File: src/rtl/leading_1_in_mantissa.sv
// Leading-one detector for FP adder normalisation.
// Combinational MSB index plus a one-cycle registered copy.
module leading_1_in_mantissa #(
  parameter int    WIDTH          = 24,
  parameter string IMPLEMENTATION = "NAIVE",
  localparam int   WIDTH_LOG      = $clog2(WIDTH)
) (
  input  logic                 clk,
  input  logic                 rst_n,
  input  logic [WIDTH-1:0]     Sum_mag,
  output logic [WIDTH_LOG-1:0] msb_pos,
  output logic                 zero,
  output logic [WIDTH_LOG-1:0] msb_pos_q,
  output logic                 zero_q
);

  logic [WIDTH_LOG-1:0] pos_d;
  logic                 zero_d;
  logic [WIDTH_LOG-1:0] pos_q;
  logic                 zr_q;

  if (WIDTH < 2) begin : g_bad_width
    $fatal(1, "leading_1_in_mantissa: WIDTH must be >= 2");
  end

  if (IMPLEMENTATION == "NAIVE") begin : g_naive
    // Scan down from the MSB; the found flag stops
    // unknown low bits from touching the result.
    always_comb begin
      logic found;
      found = 1'b0;
      pos_d = '0;
      for (int i = WIDTH - 1; i >= 1; i--) begin
        if (!found && Sum_mag[i]) begin
          pos_d = WIDTH_LOG'(i);
          found = 1'b1;
        end
      end
    end
  end else if (IMPLEMENTATION == "FPGA") begin : g_fpga
    localparam int NG = (WIDTH + 3) / 4;
    localparam int PW = NG * 4;

    logic [PW-1:0]        pad;
    logic [NG-1:0]        grp_v;
    logic [NG-1:0][1:0]   grp_p;

    assign pad = PW'(Sum_mag);

    // Per-nibble valid bit and local 2-bit priority code.
    always_comb begin
      grp_v = '0;
      grp_p = '0;
      for (int g = 0; g < NG; g++) begin
        grp_v[g] = |pad[4*g +: 4];
        if (pad[4*g+3])      grp_p[g] = 2'd3;
        else if (pad[4*g+2]) grp_p[g] = 2'd2;
        else if (pad[4*g+1]) grp_p[g] = 2'd1;
        else                 grp_p[g] = 2'd0;
      end
    end

    // Pick the highest valid nibble and splice its code in.
    always_comb begin
      logic found;
      found = 1'b0;
      pos_d = '0;
      for (int g = NG - 1; g >= 0; g--) begin
        if (!found && grp_v[g]) begin
          pos_d = WIDTH_LOG'(4 * g)
                + WIDTH_LOG'(grp_p[g]);
          found = 1'b1;
        end
      end
    end
  end else begin : g_bad_impl
    $fatal(1, "leading_1_in_mantissa: bad IMPLEMENTATION");
  end

  assign zero_d = ~|Sum_mag;

  // Registered copy; reset forces the "zero" code.
  always_ff @(posedge clk or negedge rst_n) begin
    if (!rst_n) begin
      pos_q <= '0;
      zr_q  <= 1'b1;
    end else begin
      pos_q <= pos_d;
      zr_q  <= zero_d;
    end
  end

  assign msb_pos   = pos_d;
  assign zero      = zero_d;
  assign msb_pos_q = pos_q;
  assign zero_q    = zr_q;

endmodule

File: config.mk
export PLATFORM = sky130hd
export DESIGN_NAME = leading_1_in_mantissa
export DESIGN_NICKNAME = d
export VERILOG_FILES = /design/src/rtl/leading_1_in_mantissa.sv
export SDC_FILE = /design/constraint.sdc
export NUM_CORES = 1
export LEC_CHECK = 0
export ABC_AREA = 1
export CAP_MARGIN = 20
export CORE_MARGIN = 2
export CORE_UTILIZATION = 30
export DETAILED_ROUTE_END_ITERATION = 8
export PLACE_DENSITY = 0.74
export SKIP_LAST_GASP = 1
export SYNTH_ARGS = -nofsm -noshare
export SYNTH_HDL_FRONTEND = slang
export SYNTH_SLANG_ARGS = --single-unit
export TNS_END_PERCENT = 1
File: constraint.sdc
create_clock -name clk -period 1.2 [get_ports clk]
set_clock_uncertainty 0.1 [all_clocks]
set_input_delay 0.24 -clock clk [delete_from_list [all_inputs] [get_ports clk]]
set_output_delay 0.24 -clock clk [all_outputs]
set_load 0.02 [all_outputs]
Word level (Yosys, flattened, before mapping)
Index checks and enable logic that the tools add are counted.
W data, S select, Z words.
{"block": "op_classes", "n_mux": 45, "reduce_logical": 46}
{"op": "$mux W5", "count": 23}
{"op": "$reduce_or A24 Y1", "count": 1}
{"op": "$logic_not A1 Y1", "count": 23}
{"op": "$logic_and A1 B1 Y1", "count": 22}
{"op": "$mux W1", "count": 22}
{"block": "word_totals", "elab_cells": 93, "input_bits": 26, "regBits": 6, "out_inout_bits": 12}

Logic depth before layout (Yosys ltp)
Gate-level depths: netlist of the first run.
{"block": "logic_depth", "ltp_word": 67, "ltp_mapped": 8}

Worst setup path before layout of the first run
OpenSTA, ideal clock, no wires.
{"block": "synth_path", "path_kind": "input-to-output", "from": "in Sum_mag[17]", "to": "out msb_pos[3]", "arrival_time_ns": 1.169, "path_slack_ns": -0.309, "stages": 5, "n_path_buf": 0, "t_required_ns": 0.860, "cell_sequence": "nor2_1 > nand2_4 > nor2_4 > inv_2 > a31oi_1"}
{"block": "synth_between", "elab_chain_len": 50}
{"element": "from (decl)", "line_no": "10", "source": "input logic [WIDTH-1:0] Sum_mag,"}
{"element": "$logic_and A1 B1 Y1 *", "line_no": "34", "source": "if (!found && Sum_mag[i]) begin"}
{"element": "$mux W1", "line_no": "34"}
{"element": "$logic_not A1 Y1", "line_no": "34"}
{"element": "$logic_and A1 B1 Y1", "line_no": "34"}
{"element": "$mux W1", "line_no": "34"}
{"element": "$logic_not A1 Y1", "line_no": "34"}
{"element": "$logic_and A1 B1 Y1", "line_no": "34"}
{"element": "$mux W1", "line_no": "34"}
{"element": "(+34 left out)"}
{"element": "$logic_and A1 B1 Y1", "line_no": "34"}
{"element": "$mux W1", "line_no": "34"}
{"element": "$logic_not A1 Y1", "line_no": "34"}
{"element": "$logic_and A1 B1 Y1", "line_no": "34"}
{"element": "$mux W1", "line_no": "34"}
{"element": "$logic_not A1 Y1", "line_no": "34"}
{"element": "$logic_and A1 B1 Y1", "line_no": "34"}
{"element": "$mux W5 *", "line_no": "34"}
{"element": "to (decl)", "line_no": "11", "source": "output logic [WIDTH_LOG-1:0] msb_pos,"}
Every way passes the cells marked *; elsewhere a longest branch is shown, timed or not.

Worst setup path after layout of the first run
{"block": "layout_path", "from": "in Sum_mag[12]", "to": "out msb_pos[1]"}
{"block": "layout_between", "elab_chain_len": 35}
{"element": "$logic_and A1 B1 Y1 *", "line_no": "34"}
{"element": "$mux W1", "line_no": "34"}
{"element": "$logic_not A1 Y1", "line_no": "34"}
{"element": "$logic_and A1 B1 Y1", "line_no": "34"}
{"element": "$mux W1", "line_no": "34"}
{"element": "$logic_not A1 Y1", "line_no": "34"}
{"element": "$logic_and A1 B1 Y1", "line_no": "34"}
{"element": "$mux W1", "line_no": "34"}
{"element": "(+19 left out)"}
{"element": "$logic_and A1 B1 Y1", "line_no": "34"}
{"element": "$mux W1", "line_no": "34"}
{"element": "$logic_not A1 Y1", "line_no": "34"}
{"element": "$logic_and A1 B1 Y1", "line_no": "34"}
{"element": "$mux W1", "line_no": "34"}
{"element": "$logic_not A1 Y1", "line_no": "34"}
{"element": "$logic_and A1 B1 Y1", "line_no": "34"}
{"element": "$mux W5 *", "line_no": "34"}
Marks and branches as above.

==> flow_summary.ini, run 1 <==
[setup_path]
cp-start-kind = input port
cp-end-kind = primary output
cp_max_fo = 6
cp.arrival_ns = 1.24
critPathLaunch = Sum_mag[12]
crit_type = input port to primary output
crit_required_ns = 0.86

[cts]
holdBufCountCts = 0
root_buffer = clkbuf_4
cts.clk_slew.worst_paths_ns = 0.05
htree_levels = 1
cts_tree = yes
cts_buffers = 3
clock_sinks = 6
cts_buffer_depth = 2

[placement]
io_buffer_count = 37
placed_cell_area_um2 = 1047
dp_slack_ns = -1.215
gp_congestion = 0.7116
dp_hpwl_mm = 1.259

[sta]
rsz0062_at_grt = true
setup_viol = 13
tns_ns = -3.971
layout_setup_ws_ns = -0.3846
finalHoldViolCount = 0
worst_slew_pin_slew_ns = 0.2590
period_minus_slack_ns = 1.585
fin_crit_sh = 1.320
max_slew_margin = 0.8268
slew_violations = 0
max_freq_mhz = 631.1

[route]
drtIter0Drc = 9
first_pass_iters = 4
via_per_inst = 4.416
routed_wl_mm = 1.810
vias = 711
drc = 0
wl_per_cell_um = 11.24
ant_nets = 0

[global_route]
track_usage = 0.1877
antenna_found_initial = 0
grt_pass1_vias = 700
overflow = 0
grt_start_max_net_pins = 7
grt_first_pass_wirelength_mm = 2.911

[pwr]
powerDensity_nw_per_um2 = 547.1
power_w = 0.0006523
power_leakage_nw = 0.6073
peakVddDrop_uv = 229.8

[synthesis]
ys_seq_area_frac = 0.2867
synth_area_um2 = 528.0
syn_area_per_cell_um2 = 6.684
syn_nets = 105
netlist_instances = 79
ys_types = 25
synth_seq_cells = 6
yosysWarnings = 0

[die]
start_util = 0.3126
fp.dieW_um = 45.95
io_pins = 38
die_area_um2 = 2111
fp.dieH_um = 45.95
rows = 15
core-area_um2 = 1689

[job]
cap_violations = 0

[final_layout]
syn_to_final_growth_pct = 125.8
fin_area_um2 = 1192
antenna_cells = 0
nets = 171
drive_above_1_share = 0.5556

[min_path]
hold_class = input port to async pin

[status]
violations = setup timing
outcome = complete, but fails checks
## cell usage after synthesis
master | count | area [um^2]
nand2_1 | 15 | 56.30
nor2_1 | 15 | 56.30
inv_1 | 14 | 52.55
dfrtp_1 | 5 | 125.1
nand3_1 | 4 | 20.02
nor2_2 | 4 | 25.02
inv_2 | 2 | 7.510
nand2_2 | 2 | 12.51
or2_4 | 2 | 17.52
a21oi_1 | 1 | 5.000
a31oi_1 | 1 | 6.260
clkinv_1 | 1 | 3.750
dfstp_2 | 1 | 26.28
nand2_4 | 1 | 11.26
nand3_2 | 1 | 10.01
nand3_4 | 1 | 17.52
nand3b_1 | 1 | 7.510
nand4_1 | 1 | 6.260
nor2_4 | 1 | 11.26
nor2_8 | 1 | 20.02
nor3_1 | 1 | 5.000
o21a_1 | 1 | 7.510
o21ai_0 | 1 | 5.000
o21ai_1 | 1 | 5.000
o21bai_1 | 1 | 7.510
## kinds of logic (layout without fill, tap and decap cells)
group,after synthesis,count (layout),synth area share
AO/OA/AOI/OAI,6,6,0.06871
flip-flops,6,6,0.2867
AND/OR/NAND/NOR,50,50,0.5237
buffers and inverters,17,82,0.1209
## per-layer routing
| metal | routed length (um) | global-route usage |
|---|---|---|
| met1 | 736 | 0.2094 |
| met2 | 969 | 0.3611 |
| met3 | 90 | 0.01190 |
| met4 | 14 | 0.06857 |
| met5 | 0 | 0 |
## critical path: stages
cell     delay, ns
buf_2         0.09
or2_4         0.26
nor2_8        0.18
nand3_4       0.11
nor2_2        0.10
nor2_1        0.06
nand2_2       0.08
buf_6         0.12
## sequential cells by signal, indices dropped and copies added (netlist names)
register and cells:
msb_pos_q 5, zero_q 1
## layout by cell type (no fill, tap or decap), drive strengths merged
cell and instances:
nand3b 1, buf 42, clkdlybuf4s50 7, dfstp 1, nor2 21, o21ai 2
dfrtp 5, inv 17, nor3 1, clkdlybuf4s15 2, nand3 6, or2 2
a21oi 1, a31oi 1, nand2 18, o21a 1, dlygate4sd2 10, nand4 1
o21bai 1, clkbuf 4
## per-stage QoR
stage               hold slack (ns)  utilization  std cells
global placement             0.3910       0.6200        146
floorplan                   -0.1556            -         79
finish                       0.1314       0.7059        161
CTS                          0.1323       0.6837        161
global route                 0.1405       0.7059        161
detailed placement           0.3924       0.6200        146
## report_power, final
part           total (W)  switching, W  internal [W]
clock           0.000195     0.0000697      0.000126
combinational   0.000248      0.000114      0.000134
sequential      0.000209    0.00000113      0.000208
total           0.000652      0.000185      0.000468
## worst paths after layout
kind / cells past startpoint / slack [ns] / end
min in group clk: 4 / 0.22 / msb_pos_q[0]
min: 1 / 0.13 / msb_pos_q[0]
max: 8 / -0.38 / msb_pos[1]
max in group asynchronous: 1 / 0.59 / zero_q
## area by class of cell
class	instances	area [um^2]
Clock buffer	4	26.28
Tap cell	17	21.27
Fill cell	140	496.7
Multi-Input combinational cell	56	394.1
Sequential cell	6	151.4
Inverter	17	68.82
Timing Repair Buffer	61	530.5
## what timing repair did
action | CTS | global route
gates resized for setup | 117 | 12
pin swaps | 21 | 10
setup endpoints to repair | 18 | 13
buffers inserted | 11 | 0
(Power assumes the default switching activity.)
==> inputs of run 2 (changes only) <==
- ABC_CLOCK_PERIOD_IN_PS: not set -> 1200
==> results of run 2 <==
No change in the layout: final DEF, timing and power equal those of run 1.
